`config.mk`:
```
export PLATFORM = sky130hd
export DESIGN_NAME = matrix_ldst_fu
export DESIGN_NICKNAME = d
export VERILOG_FILES = /design/src/rtl/matrix_ldst_fu.sv
export SDC_FILE = /design/constraint.sdc
export NUM_CORES = 1
export LEC_CHECK = 0
export CAP_MARGIN = 20
export CORE_ASPECT_RATIO = 1.5
export CORE_MARGIN = 1.5
export CORE_UTILIZATION = 37
export DETAILED_ROUTE_END_ITERATION = 6
export PLACE_DENSITY = 0.77
export SYNTH_ARGS = -nofsm -noshare
export SYNTH_HDL_FRONTEND = slang
export SYNTH_SLANG_ARGS = --single-unit
```
`constraint.sdc`:
```
create_clock -name CLK -period 1.6 [get_ports CLK]
set_input_delay 0.32 -clock CLK [delete_from_list [all_inputs] [get_ports CLK]]
set_output_delay 0.32 -clock CLK [all_outputs]
set_load 0.005 [all_outputs]
```
`src/rtl/matrix_ldst_fu.sv`:
```
`default_nettype none
// ============================================================================
// Module      : matrix_ldst_fu
// Description : Matrix load/store functional unit. Captures one issued LD/ST,
//               drives a held scratchpad request, then reports completion to
//               Issue and a load writeback to Dispatch. One op in flight.
//               Optional watchdog on WAIT/DRAIN: define MLS_TIMEOUT_EN.
// Revision    : 1.0 - initial release
// ============================================================================
module matrix_ldst_fu #(
    parameter int MAT_W          = 4,
    parameter int WORD_W         = 32,
    parameter int IMM_W          = 11,
    parameter int TIMEOUT_CYCLES = 256
) (
    input  logic              CLK,
    input  logic              nRST,
    input  logic              fu_en,
    input  logic              mem_type,
    input  logic [MAT_W-1:0]  rd,
    input  logic [WORD_W-1:0] rdat1,
    input  logic [WORD_W-1:0] rdat2,
    input  logic [IMM_W-1:0]  imm,
    input  logic              flush,
    output logic              busy,
    output logic              sp_req,
    input  logic              sp_ready,
    input  logic              sp_done,
    output logic [1:0]        ls_out,
    output logic [4:0]        rd_out,
    output logic [IMM_W-1:0]  imm_out,
    output logic [WORD_W-1:0] address,
    output logic [WORD_W-1:0] stride_out,
    output logic              done,
    output logic              wb_m_rw_en,
    output logic [MAT_W-1:0]  wb_m_rw,
    output logic              timeout_err
);

    typedef enum logic [2:0] {
        S_IDLE  = 3'd0,
        S_REQ   = 3'd1,
        S_WAIT  = 3'd2,
        S_DONE  = 3'd3,
        S_DRAIN = 3'd4
    } state_t;

    state_t             r_state;
    logic               r_busy;
    logic               r_sp_req;
    logic [1:0]         r_ls;
    logic               r_done;
    logic               r_wb_en;
    logic [MAT_W-1:0]   r_wb_rw;
    logic               r_load;
    logic [MAT_W-1:0]   r_rd;
    logic [WORD_W-1:0]  r_addr;
    logic [WORD_W-1:0]  r_stride;
    logic [IMM_W-1:0]   r_imm;
    logic               w_expired;
    logic               w_wait_flush;

    if (TIMEOUT_CYCLES < 2) begin : g_bad_timeout
        $error("TIMEOUT_CYCLES must be at least 2");
    end

    // A flush in WAIT that is not masked by a same-cycle completion moves to DRAIN.
    assign w_wait_flush = (r_state == S_WAIT) && flush && !sp_done;

`ifdef MLS_TIMEOUT_EN
    localparam int c_CNT_W = ($clog2(TIMEOUT_CYCLES) > 8) ? $clog2(TIMEOUT_CYCLES) : 8;
    localparam logic [c_CNT_W-1:0] c_CNT_LAST = c_CNT_W'(TIMEOUT_CYCLES - 1);

    logic [c_CNT_W-1:0] r_cnt;
    logic               r_timeout;
    logic               w_in_wait;

    assign w_in_wait = (r_state == S_WAIT) || (r_state == S_DRAIN);
    assign w_expired = w_in_wait && (r_cnt == c_CNT_LAST);

    always_ff @(posedge CLK or negedge nRST) begin
        if (!nRST) begin
            r_cnt     <= '0;
            r_timeout <= 1'b0;
        end else begin
            r_timeout <= w_expired && !sp_done && !w_wait_flush;
            if (w_in_wait && !w_wait_flush) begin
                r_cnt <= r_cnt + 1'b1;
            end else begin
                r_cnt <= '0;
            end
        end
    end

    assign timeout_err = r_timeout;
`else
    assign w_expired   = 1'b0;
    assign timeout_err = 1'b0;
`endif

    always_ff @(posedge CLK or negedge nRST) begin
        if (!nRST) begin
            r_state  <= S_IDLE;
            r_busy   <= 1'b0;
            r_sp_req <= 1'b0;
            r_ls     <= 2'b00;
            r_done   <= 1'b0;
            r_wb_en  <= 1'b0;
            r_wb_rw  <= '0;
            r_load   <= 1'b0;
            r_rd     <= '0;
            r_addr   <= '0;
            r_stride <= '0;
            r_imm    <= '0;
        end else begin
            r_done  <= 1'b0;
            r_wb_en <= 1'b0;
            r_wb_rw <= '0;
            case (r_state)
                S_IDLE: begin
                    if (fu_en && !flush) begin
                        r_load   <= mem_type;
                        r_rd     <= rd;
                        r_addr   <= rdat1;
                        r_stride <= rdat2;
                        r_imm    <= imm;
                        r_busy   <= 1'b1;
                        r_sp_req <= 1'b1;
                        r_ls     <= mem_type ? 2'b10 : 2'b01;
                        r_state  <= S_REQ;
                    end
                end
                S_REQ: begin
                    // An accepted request cannot be recalled, so the handshake beats flush.
                    if (sp_ready) begin
                        r_sp_req <= 1'b0;
                        r_ls     <= 2'b00;
                        r_state  <= flush ? S_DRAIN : S_WAIT;
                    end else if (flush) begin
                        r_sp_req <= 1'b0;
                        r_ls     <= 2'b00;
                        r_busy   <= 1'b0;
                        r_state  <= S_IDLE;
                    end
                end
                S_WAIT: begin
                    if (sp_done) begin
                        if (flush) begin
                            r_busy  <= 1'b0;
                            r_state <= S_IDLE;
                        end else begin
                            r_done  <= 1'b1;
                            r_wb_en <= r_load;
                            r_wb_rw <= r_load ? r_rd : '0;
                            r_state <= S_DONE;
                        end
                    end else if (flush) begin
                        r_state <= S_DRAIN;
                    end else if (w_expired) begin
                        r_busy  <= 1'b0;
                        r_state <= S_IDLE;
                    end
                end
                S_DONE: begin
                    r_busy  <= 1'b0;
                    r_state <= S_IDLE;
                end
                S_DRAIN: begin
                    if (sp_done || w_expired) begin
                        r_busy  <= 1'b0;
                        r_state <= S_IDLE;
                    end
                end
                default: begin
                    r_busy   <= 1'b0;
                    r_sp_req <= 1'b0;
                    r_ls     <= 2'b00;
                    r_state  <= S_IDLE;
                end
            endcase
        end
    end

    assign busy       = r_busy;
    assign sp_req     = r_sp_req;
    assign ls_out     = r_ls;
    assign rd_out     = 5'(r_rd);
    assign imm_out    = r_imm;
    assign address    = r_addr;
    assign stride_out = r_stride;
    assign done       = r_done;
    assign wb_m_rw_en = r_wb_en;
    assign wb_m_rw    = r_wb_rw;

endmodule
`default_nettype wire

```
## Yosys cells after proc, flatten, opt, wreduce, memory -nomap -nowiden

Index checks and enable logic that the tools add are counted.

- $add $sub $neg: 0
- $mul: 0
- Divide/modulo/power cells: 0
- $lt $le $gt $ge: 0
- Equality and inequality tests: 10
- Shift operators: 0
- Muxes and demuxes: 33
- Bitwise logic cells: 1
- Reductions and logical operators: 8

Operators by type and width:

| cell | number |
|---|---|
| $mux W3 | 7 |
| $mux W4 | 4 |
| $mux W1 | 13 |
| $pmux W3 S4 | 1 |
| $mux W2 | 5 |
| $ne A2 B2 Y1 const B | 4 |
| $reduce_and A4 Y1 | 2 |
| $eq A3 B2 Y1 const B | 2 |
| $ne A3 B3 Y1 const B | 2 |
| $pmux W2 S3 | 1 |
| $pmux W1 S4 | 1 |
| $eq A3 B1 Y1 const B | 1 |
| $eq A3 B3 Y1 const B | 1 |
| $logic_not A3 Y1 | 1 |
| $pmux W1 S3 | 1 |
| $reduce_and A3 Y1 | 1 |
| $reduce_or A3 Y1 | 1 |
| $reduce_and A2 Y1 | 1 |
| $logic_and A1 B1 Y1 | 1 |
| $logic_not A1 Y1 | 1 |
| $not A1 Y1 | 1 |

- Register bits: 93
- Bits in latches: 0
- RAM bits: 0
- Bits in read-only memories: 0
- Input port bits: 86
- Output and inout bits: 91
- Word-level logic and storage cells: 64
- Memories: 0

## Longest topological paths before layout

Gate-level depths: netlist of run 1.

- Depth after elaboration: 4
- Mapped depth: 6
- Mapped depth without buffers: 3

## Worst setup path before layout of run 1

No wires, ideal clock.

- Kind: register to register
- From: register r_state[1]
- To: register r_addr[20], in the netlist address[20]
- Library setup time: 0.127 ns
- Arrival: 1.582 ns
- Data required time: 1.473 ns
- Slack: -0.110 ns
- Stages on the path, launching flop included: 6
- Path buffers: 2
- Path through: dfrtp_1 nor4b_4 and2_4 buf_6 buf_8 mux2_1

- Cells in the longest elaborated chain, start to end: 2

RTL lines:

| what | line | source |
|---|---|---|
| start: declaration | 48 | `state_t r_state;` |
| start signal: assignment | 138 | `r_state <= flush ? S_DRAIN : S_WAIT;` |
| $logic_not A3 Y1 | 119 | `case (r_state)` |
| $reduce_and A2 Y1 (no source line) | - |  |
| end signal: assignment | 124 | `r_addr <= rdat1;` |
| end: declaration | 57 | `logic [WORD_W-1:0] r_addr;` |

No other way between the ends.
A chain may end at the register's enable or synchronous reset.

## Final worst setup path of run 1

- From: register r_state[0]
- To: register r_addr[24], in the netlist address[24]

Same word-level chain as after synthesis.

==> metrics, run 1 <==
cell with the most instances after synthesis dfrtp_1; worst-path cell chain nor4b_4 > and2_4 > buf_12 > buf_16 > mux2_4; DIE AREA 10600 µm²; RSZ-0062 raised after global routing true; Worst path slowest cell dfrtp_1; Area Growth Syn to Fin 65.3%; diode count 0; DR WL/cell 17.1 µm; TritonCTS clock tree yes; top cells by count, synth dfrtp_1 (93), mux2_1 (51), mux2_2 (24); largest net degree at the start of global routing 58; Switching Power 0.00283 W; worst setup margin -0.0708 ns; sequential share of power 0.375; Leak 2.60 nW; gr usage total 0.185; layout cells sized above 1 0.196; floorplan core area 9690 µm²; Logic pwr share 0.430; Final min period 1.67 ns; Synth area leader dfrtp_1; Mapped Area 3670 µm²; Final setup viols 63; placement row count 44; P_int 0.00792 W; crit share post-route 1.04; Avg Inst Size Synth 15.0 µm²; total negative slack -2.34 ns; routed wire length 9550 µm; Hold Path Class flop to flop; CTS root buffer clkbuf_16; crit-path max FO 6; placed cell areas 5590 µm²; initial DRC count 84; sw frac 0.263; clk_skew 0.00616 ns; DR vias 2699; Die Height 125 µm; final hold violation count 0; share of total power in the clock network 0.195; critical setup path kind flop to flop; Data required, critical path 1.81 ns; Synth cell types 34; IO buf count 174; outcome complete, but fails checks; VDD IR max 1.06 mV; Top Family by Delay on Critical Path simple AND/OR/NAND/NOR gates; pre-CTS setup slack -0.430 ns; CP Launch Type flop; Max Cap Viol 0; Max Slew Vio Count 0; Critical Path AT 1.88 ns; Final Instance Area 6070 µm²; #FFs+latches synth 93; Synth warnings 0; initial antenna violation count 0; buffers plus inverters on the worst setup path 2; CTS Buf Count 9; CTS max path bufs 2; first-pass GRT wire length 15200 µm; ranking of synthesized cells by area dfrtp_1 (63%), mux2_1 (16%), mux2_2 (7.4%); total grt overflow 0; I/O pins 177; register area share after synthesis 0.633; Post-synth EDFFs 0; Synth top area share 0.633; vias per cell 4.84; Worst-Skew Late Latency 0.34 ns; clock sinks 93; Top FF cell, synth dfrtp_1; vias in the first global route 2955; Final nets 524; Post-Synthesis Cells 245; max incr delay on CP 0.42 ns; starting density of the core 0.379; DRC Markers 0; Worst Setup End Kind flop; failing checks setup timing; RD Place Congestion 0.812; Clock H-tree levels 3; Die Width 84.4 µm; Fmax achieved 0.599 GHz; Pre-antenna DRT Iters 6; Async SR Flop Fraction 1.00; detailed placement HPWL 6840 µm; post-route antenna net violation count 0; PwrDens 1770 nW/µm²; Reg clk slew, reported paths 0.06 ns
-- final timing paths --
| kind | from | end | slack, ns | cells after the start |
|---|---|---|---|---|
| worst max-delay path | r_state[0]$_DFFE_PN0P_ | address[24]$_DFFE_PN0P_ | -0.07 | 5 |
| worst min-delay path | stride_out[4]$_DFFE_PN0P_ | stride_out[4]$_DFFE_PN0P_ | 0.48 | 1 |
| max in group asynchronous | nRST | busy$_DFFE_PN0P_ | 0.66 | 3 |
| min in group asynchronous | nRST | stride_out[4]$_DFFE_PN0P_ | 0.53 | 3 |
| worst min register to register | stride_out[4]$_DFFE_PN0P_ | stride_out[4]$_DFFE_PN0P_ | 0.48 | 1 |
| worst max register to register | r_state[0]$_DFFE_PN0P_ | address[24]$_DFFE_PN0P_ | -0.07 | 5 |
-- layer usage --
metal / GRT usage / up-vias / part of all wire
met5: 0 / - / 0
met4: 0.0702 / 0 / 0.024
met3: 0.0502 / 18 / 0.057
met2: 0.332 / 120 / 0.55
met1: 0.207 / 1327 / 0.37
li1: - / 1234 / -
-- flip-flops by register name (all words and copies together) (netlist names), 2 cells and up --
register    flops
wb_m_rw         4
r_rd            4
address        32
r_state         3
imm_out        11
stride_out     32
ls_out          2
-- power groups by stage --
stage	logic, W	clock network (W)	registers, W
after CTS	0.00450	0.00216	0.00402
final	0.00462	0.00210	0.00403
after floorplan	0.00138	0	0.00409
after detailed placement	0.00427	0	0.00404
after global routing	0.00493	0.00226	0.00419
after global placement	0.00415	0	0.00398
-- layout by cell type, fill, tap and decap left out, drive strengths merged, types with 2 or more instances in the layout --
master / n
o21ai: 8
buf: 23
nor3b: 2
mux2: 75
dfrtp: 93
inv: 12
nor4b: 2
clkbuf: 12
o31ai: 3
and3: 2
clkdlybuf4s50: 172
nor2: 7
nand2b: 3
conb: 2
nor2b: 2
nand3: 7
clkinv: 2
-- kinds of logic (layout without fill, tap and decap cells) --
| kind of cell | after synthesis | after routing | synth area share |
|---|---|---|---|
| DFF | 93 | 93 | 0.633 |
| muxes | 75 | 75 | 0.230 |
| and+or+nand+nor | 30 | 30 | 0.0507 |
| buffers and inverters | 28 | 225 | 0.0528 |
| AOI/OAI and AO/OA | 18 | 18 | 0.0323 |
| other | 1 | 2 | 0.00102 |
-- stage by stage --
stage	total power (W)	hold WS [ns]	std cells	util
after floorplan	0.00548	0.0244	246	-
after global placement	0.00813	0.328	535	0.577
after detailed placement	0.00832	0.335	535	0.577
after CTS	0.0107	0.488	556	0.620
after global routing	0.0114	0.501	558	0.627
final	0.0108	0.484	558	0.627
-- layout make-up --
class	instances	area, µm²
Multi-Input combinational cell	125	1250
Clock buffer	12	246
Tap cell	115	144
Timing Repair Buffer	197	2020
Sequential cell	93	2330
Fill cell	765	3620
Clock inverter	4	47.5
Inverter	12	45.0
-- repair_timing --
action                     CTS  global route
hold endpoints to repair    57             0
gates resized for setup     12            15
hold buffers                 1             0
pin swaps                    0             2
setup endpoints to repair   74            77
cloned                       2             0
buffers inserted             2             2
Power figures use the tool's default switching activity.
==> run 2: changes to the inputs <==
--- a/config.mk
+++ b/config.mk
@@ -6,11 +6,14 @@
 export NUM_CORES = 1
 export LEC_CHECK = 0
 export CAP_MARGIN = 20
+export CELL_PAD_IN_SITES_DETAIL_PLACEMENT = 1
+export CELL_PAD_IN_SITES_GLOBAL_PLACEMENT = 1
 export CORE_ASPECT_RATIO = 1.5
 export CORE_MARGIN = 1.5
-export CORE_UTILIZATION = 37
+export CORE_UTILIZATION = 28
 export DETAILED_ROUTE_END_ITERATION = 6
-export PLACE_DENSITY = 0.77
+export PLACE_DENSITY_LB_ADDON = 0.1
+export SLEW_MARGIN = 10
 export SYNTH_ARGS = -nofsm -noshare
 export SYNTH_HDL_FRONTEND = slang
 export SYNTH_SLANG_ARGS = --single-unit
==> run 2 against run 1 <==
Net effect:
- the run still ends with setup timing left
- critical path depth unchanged
- largest power group unchanged
- sequential share of layout area down 2.2 points
- worst hold slack worse by 0.054 ns
- sequential power about the same
- critical path type unchanged
==> metrics, run 2 (synthesized netlist as in run 1, its figures left out) <==
layout cells sized above 1 0.268 (was 0.196); P_int 0.00862 W (was 0.00792 W); filler instances 1321 (was 765); I/O pins 177 (unchanged); largest net degree at the start of global routing 31 (was 58); most frequent cells in the layout clkdlybuf4s50_1 (171), dfrtp_1 (93), mux2_4 (58) (was clkdlybuf4s50_1 (172), dfrtp_1 (93), mux2_1 (30)); buffers plus inverters on the worst setup path 2 (unchanged); max incr delay on CP 0.41 ns (was 0.42 ns); Max Cap Viol 0 (unchanged); clk_skew 0.00675 ns (was 0.00616 ns); total grt overflow 0 (unchanged); placement row count 51 (was 44); CTS root buffer clkbuf_16 (unchanged); Total Power 0.0116 W (was 0.0108 W); CTS max path bufs 2 (unchanged); Pre-antenna DRT Iters 4 (was 6); clock sinks 93 (unchanged); failing checks setup timing (unchanged); Die Width 96.5 µm (was 84.4 µm); crit share post-route 1.05 (was 1.04); Hold Path Class input pin to flop (was flop to flop); Reg clk slew, reported paths 0.06 ns (about the same); Max Slew Vio Count 0 (unchanged); vias in the first global route 2852 (was 2955); initial DRC count 33 (was 84); GRT busiest layer met2 (unchanged); routed wire length 11000 µm (was 9550 µm); Clock H-tree levels 3 (unchanged); Worst path slowest cell dfrtp_1 (unchanged); sw frac 0.257 (was 0.263); Worst-Skew Late Latency 0.34 ns (about the same); CTS Buf Count 9 (unchanged); Die Height 143 µm (was 125 µm); Placed Cells 584 (was 535); PwrDens 1800 nW/µm² (was 1770 nW/µm²); sequential share of power 0.350 (was 0.375); Area Growth Syn to Fin 75.5% (was 65.3%); commonest non-fill, non-tap cell in the layout clkdlybuf4s50_1 (unchanged); floorplan core area 12900 µm² (was 9690 µm²); vias per cell 4.50 (was 4.84); Worst Setup End Kind flop (unchanged); Critical Path AT 1.90 ns (was 1.88 ns); RD Place Congestion 0.798 (was 0.812); Final nets 534 (was 524); share of total power in the clock network 0.207 (was 0.195); DR vias 2749 (was 2699); initial antenna violation count 0 (unchanged); met3 Use GR 0.0328 (was 0.0502); outcome complete, but fails checks (unchanged); DRC Markers 0 (unchanged); IO buf count 174 (unchanged); Final min period 1.68 ns (was 1.67 ns); RSZ-0062 raised after global routing true (unchanged); CP Launch Type flop (unchanged); DR WL/cell 18.0 µm (was 17.1 µm); first-pass GRT wire length 15800 µm (was 15200 µm); met2 Use GR 0.276 (was 0.332); hold slack 0.430 ns (was 0.484 ns); worst-path cell chain nor4b_4 > and2_4 > buf_12 > clkbuf_16 > mux2_4 (was nor4b_4 > and2_4 > buf_12 > buf_16 > mux2_4); DIE AREA 13800 µm² (was 10600 µm²); Logic pwr share 0.443 (was 0.430); critical setup path kind flop to flop (unchanged); worst setup margin -0.0810 ns (was -0.0708 ns); diode count 0 (unchanged); Data required, critical path 1.82 ns (was 1.81 ns); VDD IR max 0.653 mV (was 1.06 mV); Finished Layout Cells 611 (was 558); starting density of the core 0.285 (was 0.379); Switching Power 0.00298 W (was 0.00283 W); Leak 2.81 nW (was 2.60 nW); Top Family by Delay on Critical Path simple AND/OR/NAND/NOR gates (unchanged); gr usage total 0.157 (was 0.185); post-route antenna net violation count 0 (unchanged); detailed placement HPWL 7660 µm (was 6840 µm); Final setup viols 75 (was 63); TritonCTS clock tree yes (unchanged); final hold violation count 0 (unchanged); Fmax achieved 0.595 GHz (was 0.599 GHz); crit-path max FO 6 (unchanged); met1 Use GR 0.178 (was 0.207)
-- run 2: final timing paths --
kind                                        startpoint                    endpoint  slack, ns  cells after the start
max in group asynchronous                         nRST   stride_out[7]$_DFFE_PN0P_       0.57                      3
min in group asynchronous                         nRST  stride_out[19]$_DFFE_PN0P_       0.46                      2
worst max register to register  r_state[1]$_DFFE_PN0P_   stride_out[0]$_DFFE_PN0P_      -0.08                      5
worst min register to register  imm_out[4]$_DFFE_PN0P_      imm_out[4]$_DFFE_PN0P_       0.50                      1
worst min-delay path                             flush      r_state[1]$_DFFE_PN0P_       0.43                      3
worst max-delay path            r_state[1]$_DFFE_PN0P_   stride_out[0]$_DFFE_PN0P_      -0.08                      5
-- run 2: power groups by stage --
stage / Clock, W / Combinational (W) / Sequential (W)
after floorplan: 0 / 0.00138 / 0.00409
after global placement: 0 / 0.00423 / 0.00400
after detailed placement: 0 / 0.00432 / 0.00406
after CTS: 0.00249 / 0.00484 / 0.00404
after global routing: 0.00258 / 0.00550 / 0.00420
final: 0.00240 / 0.00514 / 0.00406
-- run 2: per-layer routing --
metal	vias up	wire, µm
li1	1248	-
met1	1398	4220
met2	88	6000
met3	15	544
met4	0	229
met5	-	0
-- run 2: cell type report --
type	count	area, µm²	share of cell area
Clock buffer	11	233	0.0361
Clock inverter	4	97.6	0.0151
Inverter	12	45.0	0.00698
Multi-Input combinational cell	125	1380	0.213
Sequential cell	93	2330	0.361
Tap cell	159	199	0.0308
Timing Repair Buffer	207	2170	0.337
-- run 2: worst min-delay path: stages --
cell	delay [ns]
dlymetal6s2s_1	0.15
buf_4	0.19
nor3b_1	0.06
-- run 2: metrics by stage --
stage / setup TNS, ns / util / setup slack [ns] / cell area [µm²]
5_1_grt: -6.62 / 0.500 / -0.124 / 6450
6_report: -2.80 / 0.500 / -0.0810 / 6450
2_1_floorplan: -5.07 / - / -0.0994 / 3690
3_3_place_gp: -33.61 / 0.441 / -0.439 / 5680
3_5_place_dp: -36.81 / 0.441 / -0.500 / 5680
4_1_cts: -4.95 / 0.487 / -0.112 / 6270
-- run 2: repair_timing --
| item | CTS | global route |
|---|---|---|
| hold buffers | 1 | 0 |
| endpoints found under the setup margin | 75 | 81 |
| buffers inserted | 5 | 1 |
| pin swaps | 2 | 2 |
| hold endpoints to repair | 24 | 0 |
| gates cloned | 3 | 2 |
| resized for setup | 32 | 32 |
==> run 3: changes to the inputs <==
--- a/config.mk
+++ b/config.mk
@@ -10,8 +10,9 @@
 export CELL_PAD_IN_SITES_GLOBAL_PLACEMENT = 1
 export CORE_ASPECT_RATIO = 1.5
 export CORE_MARGIN = 1.5
-export CORE_UTILIZATION = 28
+export CORE_UTILIZATION = 43
 export DETAILED_ROUTE_END_ITERATION = 6
+export DONT_BUFFER_PORTS = 1
 export PLACE_DENSITY_LB_ADDON = 0.1
 export SLEW_MARGIN = 10
 export SYNTH_ARGS = -nofsm -noshare
==> run 3 against run 2 <==
Net effect:
- the run ends with hold timing, setup timing left
- count of clock-buffer cells in the layout grew 2
- worst setup slack gained 0.051 ns
- wire length shrank 32%
- largest cell class unchanged
- via count shrank 29%
- cell count shrank 40%
- flip-flop and latch count is the same
- core utilization shrank 0.49 points
- fmax grew 3.1%
- non-clock buffer count shrank 196
- combinational power shrank 65%
- register-to-register slack gained 0.05 ns
- total power shrank 30%
==> metrics, run 3 (synthesized netlist as in run 1, its figures left out) <==
outcome complete, but fails checks (unchanged); failing checks hold timing, setup timing (was setup timing); CP Launch Point r_state[1]$_DFFE_PN0P_ (unchanged); IO buf count 0 (was 174); share of total power in the clock network 0.242 (was 0.207); Final nets 338 (was 534); DR WL/cell 20.6 µm (was 18.0 µm); post-route antenna net violation count 0 (unchanged); vias per cell 5.33 (was 4.50); initial antenna violation count 0 (unchanged); DIE AREA 9120 µm² (was 13800 µm²); P_int 0.00574 W (was 0.00862 W); total negative slack -0.431 ns (was -2.80 ns); critical setup path kind flop to flop (unchanged); Die Width 78.5 µm (was 96.5 µm); Final Instance Area 4140 µm² (was 6450 µm²); final hold violation count 93 (was 0); worst setup margin -0.0298 ns (was -0.0810 ns); first-pass GRT wire length 10700 µm (was 15800 µm); clock sinks 93 (unchanged); TritonCTS clock tree yes (unchanged); most frequent cells in the layout dfrtp_1 (93), mux2_1 (38), mux2_4 (19) (was clkdlybuf4s50_1 (171), dfrtp_1 (93), mux2_4 (58)); Die Height 116 µm (was 143 µm); Switching Power 0.00237 W (was 0.00298 W); initial DRC count 89 (was 33); CTS max path bufs 2 (unchanged); r2r startpoint r_state[1]$_DFFE_PN0P_ (unchanged); sequential share of power 0.536 (was 0.350); routed wire length 7490 µm (was 11000 µm); DR vias 1940 (was 2749); post-layout util 0.495 (was 0.500); total grt overflow 0 (unchanged); Pre-antenna DRT Iters 4 (unchanged); I/O pins 177 (unchanged); PwrDens 1960 nW/µm² (was 1800 nW/µm²); hold slack -0.321 ns (was 0.430 ns); floorplan core area 8360 µm² (was 12900 µm²); Critical Path AT 1.84 ns (was 1.90 ns); layout cells sized above 1 0.261 (was 0.268); detailed placement HPWL 5130 µm (was 7660 µm); Logic pwr share 0.222 (was 0.443); Leak 1.82 nW (was 2.81 nW); crit share post-route 1.02 (was 1.05); Max Cap Viol 0 (unchanged); VDD IR max 0.946 mV (was 0.653 mV); commonest non-fill, non-tap cell in the layout dfrtp_1 (was clkdlybuf4s50_1); Worst-Skew Late Latency 0.33 ns (was 0.34 ns); Clock H-tree levels 3 (unchanged); placed cell areas 3780 µm² (was 5680 µm²); CP Launch Type flop (unchanged); reg2reg setup slack -0.03 ns (was -0.08 ns); RSZ-0062 raised after global routing true (unchanged); placement row count 41 (was 51); crit-path max FO 20 (was 6); largest net degree at the start of global routing 94 (was 31); gr usage total 0.159 (was 0.157); RD Place Congestion 0.724 (was 0.798); Final min period 1.63 ns (was 1.68 ns); R2R cell count 4 (was 5); Data required, critical path 1.81 ns (was 1.82 ns); Area Growth Syn to Fin 12.7% (was 75.5%); starting density of the core 0.439 (was 0.285); Max Slew Vio Count 0 (unchanged); diode count 0 (unchanged); vias in the first global route 1972 (was 2852); Reg clk slew, reported paths 0.06 ns (about the same); FF-to-FF End address[26]$_DFFE_PN0P_ (was stride_out[0]$_DFFE_PN0P_); Fmax achieved 0.614 GHz (was 0.595 GHz); CTS root buffer clkbuf_16 (unchanged); sw frac 0.293 (was 0.257); Worst Setup End Kind flop (unchanged); Hold Path Class input pin to async pin (was input pin to flop); Final setup viols 45 (was 75); CTS Buf Count 9 (unchanged); clk_skew 0.00891 ns (was 0.00675 ns); DRC Markers 0 (unchanged)
## run 3: per-layer routing
layer,share of wire,vias up,wire [µm],global-route usage
met5,0,-,0,0
met4,0.015,0,115,0.0714
met3,0.094,9,707,0.0766
met2,0.54,107,4070,0.264
met1,0.35,967,2600,0.172
li1,-,857,-,-
## run 3: what timing repair did
action / in CTS / in global routing
endpoints found under the hold margin: 93 / 93
setup buffers: 0 / 1
gates resized for setup: 0 / 20
endpoints found under the setup margin: 67 / 75
## run 3: worst max-delay path by stage
stage,cells after the start,slack (ns),to
floorplan,5,-0.1,address[20]$_DFFE_PN0P_
global placement,4,0.02,address[15]$_DFFE_PN0P_
detailed placement,4,-0.03,address[14]$_DFFE_PN0P_
CTS,4,-0.04,address[31]$_DFFE_PN0P_
global route,4,-0.13,address[31]$_DFFE_PN0P_
finish,4,-0.03,address[26]$_DFFE_PN0P_
## run 3: final cells by class
cell class,instances,area [µm²]
fill,808,4220
clock buffer,13,260
clock inverter,3,20.0
inverter,12,45.0
tap,107,134
sequential,93,2330
timing repair buffer,11,128
multi-input combinational,125,1230
## run 3: power by group through the flow
stage | clock, W | sequential (W) | combinational, W
global placement | 0 | 0.00439 | 0.00152
CTS | 0.00204 | 0.00435 | 0.00161
finish | 0.00196 | 0.00435 | 0.00180
floorplan | 0 | 0.00409 | 0.00138
global route | 0.00213 | 0.00450 | 0.00200
detailed placement | 0 | 0.00439 | 0.00160
## run 3: per-stage QoR
step | cells | power, W | hold slack, ns | setup WS [ns]
finish | 364 | 0.00811 | -0.321 | -0.0298
global route | 364 | 0.00862 | -0.352 | -0.128
CTS | 363 | 0.00799 | -0.337 | -0.0440
detailed placement | 347 | 0.00599 | 0.0265 | -0.0332
global placement | 347 | 0.00591 | 0.0262 | 0.0195
floorplan | 246 | 0.00548 | 0.0244 | -0.0994
## run 3: worst max-delay path, stage by stage (launching register included)
cell	delay, ns
dfrtp_1	0.41
nor4b_4	0.27
and2_4	0.27
buf_12	0.19
mux2_1	0.35
